$ cat src/rtl/multicycle_core.sv
// rtl/multicycle_core.sv - multi-cycle RV32I-subset core with req/ready memory ports
// Optional performance counters (cycle_cnt, instret_cnt) enabled by CPU_PERF_CNT_EN.
module multicycle_core #(
  parameter int              XLEN     = 32,
  parameter logic [XLEN-1:0] RESET_PC = '0,
  parameter int              NUM_REGS = 32
) (
  input  logic            clk,
  input  logic            reset,
  output logic            imem_req,
  output logic [XLEN-1:0] imem_addr,
  input  logic [31:0]     imem_rdata,
  input  logic            imem_ready,
  output logic            dmem_req,
  output logic            dmem_we,
  output logic [XLEN-1:0] dmem_addr,
  output logic [XLEN-1:0] dmem_wdata,
  input  logic [XLEN-1:0] dmem_rdata,
  input  logic            dmem_ready,
`ifdef CPU_PERF_CNT_EN
  output logic [63:0]     cycle_cnt,
  output logic [63:0]     instret_cnt,
`endif
  output logic            illegal,
  output logic [XLEN-1:0] pc_out
);

  localparam int RIDX = $clog2(NUM_REGS);

  typedef enum logic [2:0] {
    S_FETCH, S_DECODE, S_EXECUTE, S_MEM, S_WRITEBACK, S_TRAP
  } state_e;

  state_e          state_q, state_d;
  logic [XLEN-1:0] pc_q, pc_d;
  logic [31:0]     ir_q, ir_d;
  logic [XLEN-1:0] a_q, a_d, b_q, b_d, imm_q, imm_d;
  logic [XLEN-1:0] alu_q, alu_d, mdr_q, mdr_d;
  logic            illegal_q, illegal_d;
  logic            imem_req_q, imem_req_d;
  logic            dmem_req_q, dmem_req_d;
  logic            dmem_we_q, dmem_we_d;
  logic [XLEN-1:0] dmem_addr_q, dmem_addr_d;
  logic [XLEN-1:0] dmem_wdata_q, dmem_wdata_d;
  logic [XLEN-1:0] rf_q [NUM_REGS];
  logic [XLEN-1:0] rf_d [NUM_REGS];

  logic [6:0]      opcode;
  logic [2:0]      funct3;
  logic [6:0]      funct7;
  logic [RIDX-1:0] rs1, rs2, rd;
  logic            is_r, r_ok, is_addi, is_lw, is_sw, is_beq, legal;
  logic [XLEN-1:0] imm, r_result, mem_ea;

  assign opcode  = ir_q[6:0];
  assign funct3  = ir_q[14:12];
  assign funct7  = ir_q[31:25];
  assign rs1     = ir_q[15 +: RIDX];
  assign rs2     = ir_q[20 +: RIDX];
  assign rd      = ir_q[7 +: RIDX];

  assign is_r    = (opcode == 7'h33);
  assign is_addi = (opcode == 7'h13) && (funct3 == 3'b000);
  assign is_lw   = (opcode == 7'h03) && (funct3 == 3'b010);
  assign is_sw   = (opcode == 7'h23) && (funct3 == 3'b010);
  assign is_beq  = (opcode == 7'h63) && (funct3 == 3'b000);
  assign r_ok    = is_r && (((funct7 == 7'h00) && (funct3 == 3'b000 || funct3 == 3'b010 ||
                                                  funct3 == 3'b110 || funct3 == 3'b111)) ||
                            ((funct7 == 7'h20) && (funct3 == 3'b000)));
  assign legal   = r_ok || is_addi || is_lw || is_sw || is_beq;
  assign mem_ea  = a_q + imm_q;

  // B-format offsets carry an implicit zero in bit 0
  always_comb begin
    imm = {{(XLEN-12){ir_q[31]}}, ir_q[31:20]};
    if (opcode == 7'h23)
      imm = {{(XLEN-12){ir_q[31]}}, ir_q[31:25], ir_q[11:7]};
    else if (opcode == 7'h63)
      imm = {{(XLEN-13){ir_q[31]}}, ir_q[31], ir_q[7], ir_q[30:25], ir_q[11:8], 1'b0};
  end

  always_comb begin
    r_result = a_q + b_q;
    case (funct3)
      3'b000:  r_result = funct7[5] ? (a_q - b_q) : (a_q + b_q);
      3'b010:  r_result = {{(XLEN-1){1'b0}}, ($signed(a_q) < $signed(b_q))};
      3'b110:  r_result = a_q | b_q;
      3'b111:  r_result = a_q & b_q;
      default: r_result = a_q + b_q;
    endcase
  end

  always_comb begin
    state_d      = state_q;
    pc_d         = pc_q;
    ir_d         = ir_q;
    a_d          = a_q;
    b_d          = b_q;
    imm_d        = imm_q;
    alu_d        = alu_q;
    mdr_d        = mdr_q;
    illegal_d    = illegal_q;
    dmem_req_d   = dmem_req_q;
    dmem_we_d    = dmem_we_q;
    dmem_addr_d  = dmem_addr_q;
    dmem_wdata_d = dmem_wdata_q;
    rf_d         = rf_q;
    case (state_q)
      S_FETCH: begin
        if (imem_req_q && imem_ready) begin
          ir_d    = imem_rdata;
          state_d = S_DECODE;
        end
      end
      S_DECODE: begin
        a_d   = rf_q[rs1];
        b_d   = rf_q[rs2];
        imm_d = imm;
        if (legal) begin
          state_d = S_EXECUTE;
        end else begin
          illegal_d = 1'b1;
          state_d   = S_TRAP;
        end
      end
      S_EXECUTE: begin
        if (is_beq) begin
          pc_d    = (a_q == b_q) ? (pc_q + imm_q) : (pc_q + XLEN'(4));
          state_d = S_FETCH;
        end else if (is_lw || is_sw) begin
          alu_d       = mem_ea;
          dmem_req_d  = 1'b1;
          dmem_we_d   = is_sw;
          dmem_addr_d = mem_ea;
          if (is_sw)
            dmem_wdata_d = b_q;
          state_d = S_MEM;
        end else if (is_r) begin
          alu_d   = r_result;
          state_d = S_WRITEBACK;
        end else begin
          alu_d   = a_q + imm_q;
          state_d = S_WRITEBACK;
        end
      end
      S_MEM: begin
        if (dmem_req_q && dmem_ready) begin
          dmem_req_d = 1'b0;
          dmem_we_d  = 1'b0;
          if (is_lw) begin
            mdr_d   = dmem_rdata;
            state_d = S_WRITEBACK;
          end else begin
            pc_d    = pc_q + XLEN'(4);
            state_d = S_FETCH;
          end
        end
      end
      S_WRITEBACK: begin
        rf_d[rd] = is_lw ? mdr_q : alu_q;
        pc_d     = pc_q + XLEN'(4);
        state_d  = S_FETCH;
      end
      default: state_d = S_TRAP;
    endcase
    rf_d[0]    = '0;
    imem_req_d = (state_d == S_FETCH);
  end

  always_ff @(posedge clk) begin
    if (reset) begin
      state_q      <= S_FETCH;
      pc_q         <= RESET_PC;
      ir_q         <= '0;
      a_q          <= '0;
      b_q          <= '0;
      imm_q        <= '0;
      alu_q        <= '0;
      mdr_q        <= '0;
      illegal_q    <= 1'b0;
      imem_req_q   <= 1'b0;
      dmem_req_q   <= 1'b0;
      dmem_we_q    <= 1'b0;
      dmem_addr_q  <= '0;
      dmem_wdata_q <= '0;
      for (int i = 0; i < NUM_REGS; i++) rf_q[i] <= '0;
    end else begin
      state_q      <= state_d;
      pc_q         <= pc_d;
      ir_q         <= ir_d;
      a_q          <= a_d;
      b_q          <= b_d;
      imm_q        <= imm_d;
      alu_q        <= alu_d;
      mdr_q        <= mdr_d;
      illegal_q    <= illegal_d;
      imem_req_q   <= imem_req_d;
      dmem_req_q   <= dmem_req_d;
      dmem_we_q    <= dmem_we_d;
      dmem_addr_q  <= dmem_addr_d;
      dmem_wdata_q <= dmem_wdata_d;
      for (int i = 0; i < NUM_REGS; i++) rf_q[i] <= rf_d[i];
    end
  end

`ifdef CPU_PERF_CNT_EN
  logic [63:0] cycle_cnt_q, cycle_cnt_d, instret_cnt_q, instret_cnt_d;
  logic        retire;

  assign retire = (state_q == S_WRITEBACK) ||
                  (state_q == S_EXECUTE && is_beq) ||
                  (state_q == S_MEM && is_sw && dmem_req_q && dmem_ready);

  always_comb begin
    cycle_cnt_d   = cycle_cnt_q + {63'd0, (state_q != S_TRAP)};
    instret_cnt_d = instret_cnt_q + {63'd0, retire};
  end

  always_ff @(posedge clk) begin
    if (reset) begin
      cycle_cnt_q   <= '0;
      instret_cnt_q <= '0;
    end else begin
      cycle_cnt_q   <= cycle_cnt_d;
      instret_cnt_q <= instret_cnt_d;
    end
  end

  assign cycle_cnt   = cycle_cnt_q;
  assign instret_cnt = instret_cnt_q;
`endif

  assign imem_req   = imem_req_q;
  assign imem_addr  = pc_q;
  assign dmem_req   = dmem_req_q;
  assign dmem_we    = dmem_we_q;
  assign dmem_addr  = dmem_addr_q;
  assign dmem_wdata = dmem_wdata_q;
  assign illegal    = illegal_q;
  assign pc_out     = pc_q;

endmodule

$ cat config.mk
export PLATFORM = sky130hd
export DESIGN_NAME = multicycle_core
export DESIGN_NICKNAME = d
export VERILOG_FILES = /design/src/rtl/multicycle_core.sv
export SDC_FILE = /design/constraint.sdc
export NUM_CORES = 2
export LEC_CHECK = 0
export ABC_CLOCK_PERIOD_IN_PS = 4300
export CAP_MARGIN = 20
export CORE_UTILIZATION = 30
export DETAILED_ROUTE_END_ITERATION = 12
export PLACE_DENSITY = 0.56
export SYNTH_ARGS = -nofsm -noshare
export SYNTH_HDL_FRONTEND = slang
export SYNTH_SLANG_ARGS = --single-unit
$ cat constraint.sdc
create_clock -name clk -period 4.3 [get_ports clk]
set_input_delay 0.645 -clock clk [delete_from_list [all_inputs] [get_ports clk]]
set_output_delay 0.645 -clock clk [all_outputs]
set_load 0.005 [all_outputs]
==> results.toml <==
[worst_hold_path]
min-delay-start = "reset"
holdPathStages = 2
holdCritPathClass = "input pin to flop"
hold_end = "dmem_addr[12]"

[clock_tree]
h-tree-depth = 4
tritoncts = "yes"
root_buffer = "clkbuf_16"
cts_inserted_buffers = 140
cts.clk_slew.worst_paths_ns = 0.06
ctsHoldBuffers = 0
clockBufferDepth = 3
cts_resized = 0
cts_num_sinks = 1268
post_cts.repair.setup_buffers = 0
clk_latency_ns = 0.81

[placement]
pre_cts_slack_ns = 0.523
numPortBuffers = 199
dpl.hpwl_um = 163000
gp_congestion = 0.917

[global_route]
grt_max_degree = 207
grt_overflow = 0
grt_pass1_wl_um = 370000
grt_antenna_before_repair = 8
grt_pass1_vias = 54100
grt_usage_pct = 21.4

[synthesis]
synth_edf_count = 0
ys_async_sr_fraction_pct = 0
yosys_warnings = 0
synth.avg_cell_area_um2 = 9.60
ys_top_cells_by_area = "dfxtp_1 (38%), mux4_2 (19%), a211oi_1 (11%)"
synth_common_cells = "nor2_1 (1,356), dfxtp_1 (1,268), a211oi_1 (1,031), clkbuf_1 (625), mux4_2 (576)"
synth_area_um2 = 67500
synth-xor-area-share_pct = 0.843
synth-compound-area-share_pct = 19.2
synth_top_family_by_area = "multiplexers"
ys_seq_elements = 1268
synth-main-ff-cell = "dfxtp_1"
netlist_instances = 7028
synthMuxAreaShare_pct = 21.8
seq_area_frac_synth_pct = 37.6
synth_top_area_share_pct = 37.6
synthAdderAreaFrac_pct = 3.33
synth_simple_gate_area_share_pct = 12.2
yosysMostFrequentCell = "nor2_1"
synth_top_cell_by_area = "dfxtp_1"
ys_types = 86
syn-num-nets = 7273

[timing]
finalSetupTns_ns = 0
worstMarginPinSlew_ns = 1.15
relSlewSlack_pct = 23.4
finalCritPeriodShare_pct = 89.5
finalMaxSlewViolations = 0
finalSetupViolations = 0
rsz0062_at_grt = "no"
fin_ws_ns = 0.452
max_freq_mhz = 260
hold_viol = 0
hold_ws_ns = 0.340
finClkSkew_ns = 0.0404
post-route-min-period_ns = 3.85

[power_and_ir_drop]
p_leak_nw = 24.3
pwr_density_cell_nw_per_um2 = 330
peakVddDrop_uv = 386
finalPower_mw = 25.9

[worst_setup_path]
crit_start = "a_q[1]"
crit_path_frequent_cell = "o21ai_0"
path_class = "flop to flop"
critPathBufInv = 2
critPathSlowestCell = "o21ai_0"
worstReg2RegStart = "a_q[1]"
end_kind = "flop"
crit_family = "compound AO/OA/AOI/OAI gates"
rrSetupSlack_ns = 0.45
cp_data_arrival_time_ns = 4.51
crit_chain = "inv_1 > ha_1 > nor2_1 > o311ai_1 > buf_4 > a311oi_1 > o21ai_0 > o21ai_0 > a21oi_1 > o21ai_0 > xnor2_1 > a221oi_1 > nor3_1"
slowest_delay_ns = 0.65
timing.rr.end = "alu_q[25]"
critPathRequiredTime_ns = 4.96
start_kind = "flop"
path_max_fanout = 6
r2r_cells = 13

[routing]
first_pass_iters = 5
ant_nets = 0
drt_wl_total_um = 250000
avgRoutedWirePerCell_um = 25.1
via_per_inst = 5.69
drt_drc_violations_left = 0
drt_iter0_markers = 5753
dr_total_vias = 56700

[floorplanning]
dieArea_um2 = 227000
initial_core_util_pct = 30.3
ios = 200
die_x_um = 476
die_h_um = 476
num_rows = 173
coreArea_um2 = 223000

[layout]
drive_above_1_share_pct = 17.6
syn_to_final_growth_pct = 16.2
fill_cells = 22300
fin_nets = 7124

[flow_run]
drv_cap = 0

[outcome]
status = "finished clean"
[worst reg2reg max path: cells and delay by family, from the launching register on]
kind,cells,cell delay (ns)
xor gates and xnor gates,1,0.15
adders and majority gates,1,0.37
AOI/OAI and AO/OA,7,2.21
DFF,1,0.47
and+or+nand+nor,2,0.15
buffers and inverters,2,0.38
[state kept, by name, summed over array words and instances (netlist names)]
register,cells
a_q,32
alu_q,32
b_q,32
dmem_addr,32
dmem_req,1
dmem_wdata,32
dmem_we,1
illegal,1
imem_addr,32
imem_req,1
imm_q,13
ir_q,32
mdr_q,32
rf_q,992
state_q,3
[power breakdown]
| part | leakage, nW | internal (mW) | switching, mW |
|---|---|---|---|
| combinational | 11.8 | 0.552 | 0.925 |
| sequential | 10.2 | 11.8 | 0.151 |
| clock | 2.32 | 7.30 | 5.15 |
| total | 24.3 | 19.6 | 6.23 |
[stage by stage]
step | utilization (%) | instance area [um^2] | std cells
floorplan | - | 67500 | 7028
CTS | 35.2 | 78400 | 9953
global route | 35.2 | 78400 | 9956
detailed placement | 33.0 | 73700 | 9709
global placement | 33.0 | 73700 | 9709
finish | 35.2 | 78400 | 9959
[cells in the final DEF (no fill, tap or decap), types with 71 or more instances in the layout]
cell and instances:
clkdlybuf4s50_1 198, a211oi_1 1031, o21ai_0 155, ha_1 173
clkbuf_16 151, mux4_2 576, buf_12 71, inv_1 107
a21oi_1 378, mux2i_1 71, nor2_1 1326, buf_4 184
nand2_1 439, dfxtp_1 1257
[per-layer routing]
layer / track usage (%) / routed length, um
met1: 28.8 / 107000
met2: 34.2 / 115000
met3: 3.55 / 18000
met4: 8.33 / 9930
met5: 0 / 59
[area by class of cell]
| type | instances | area (um^2) | area share, % |
|---|---|---|---|
| multi-input cells | 4905 | 39300 | 50.1 |
| flip-flops and latches | 1268 | 25400 | 32.4 |
| repair buffers | 457 | 4840 | 6.17 |
| clock buffers | 214 | 4380 | 5.58 |
| well taps | 2975 | 3720 | 4.75 |
| inverters | 107 | 402 | 0.512 |
| clock inverters | 30 | 339 | 0.432 |
| diodes | 3 | 7.51 | 0.00957 |
[kinds of logic (layout without fill, tap and decap cells)]
group           after synthesis  after routing
compound gates             1879           1879
xor+xnor                     65             65
fa+ha+maj                   177            177
buf+inv                     855            808
flops                      1268           1268
mux                         743            743
other cells                   0              3
simple gates               2041           2041
[how the worst max path moves through the flow]
stage	slack, ns	end	cells past startpoint
3_3_place_gp	0.54	alu_q[21]	12
5_1_grt	0.21	alu_q[29]	13
2_1_floorplan	0.66	imem_addr[28]	11
6_report	0.45	alu_q[25]	13
4_1_cts	0.50	alu_q[25]	13
3_5_place_dp	0.52	alu_q[25]	13
(Power assumes the default switching activity.)
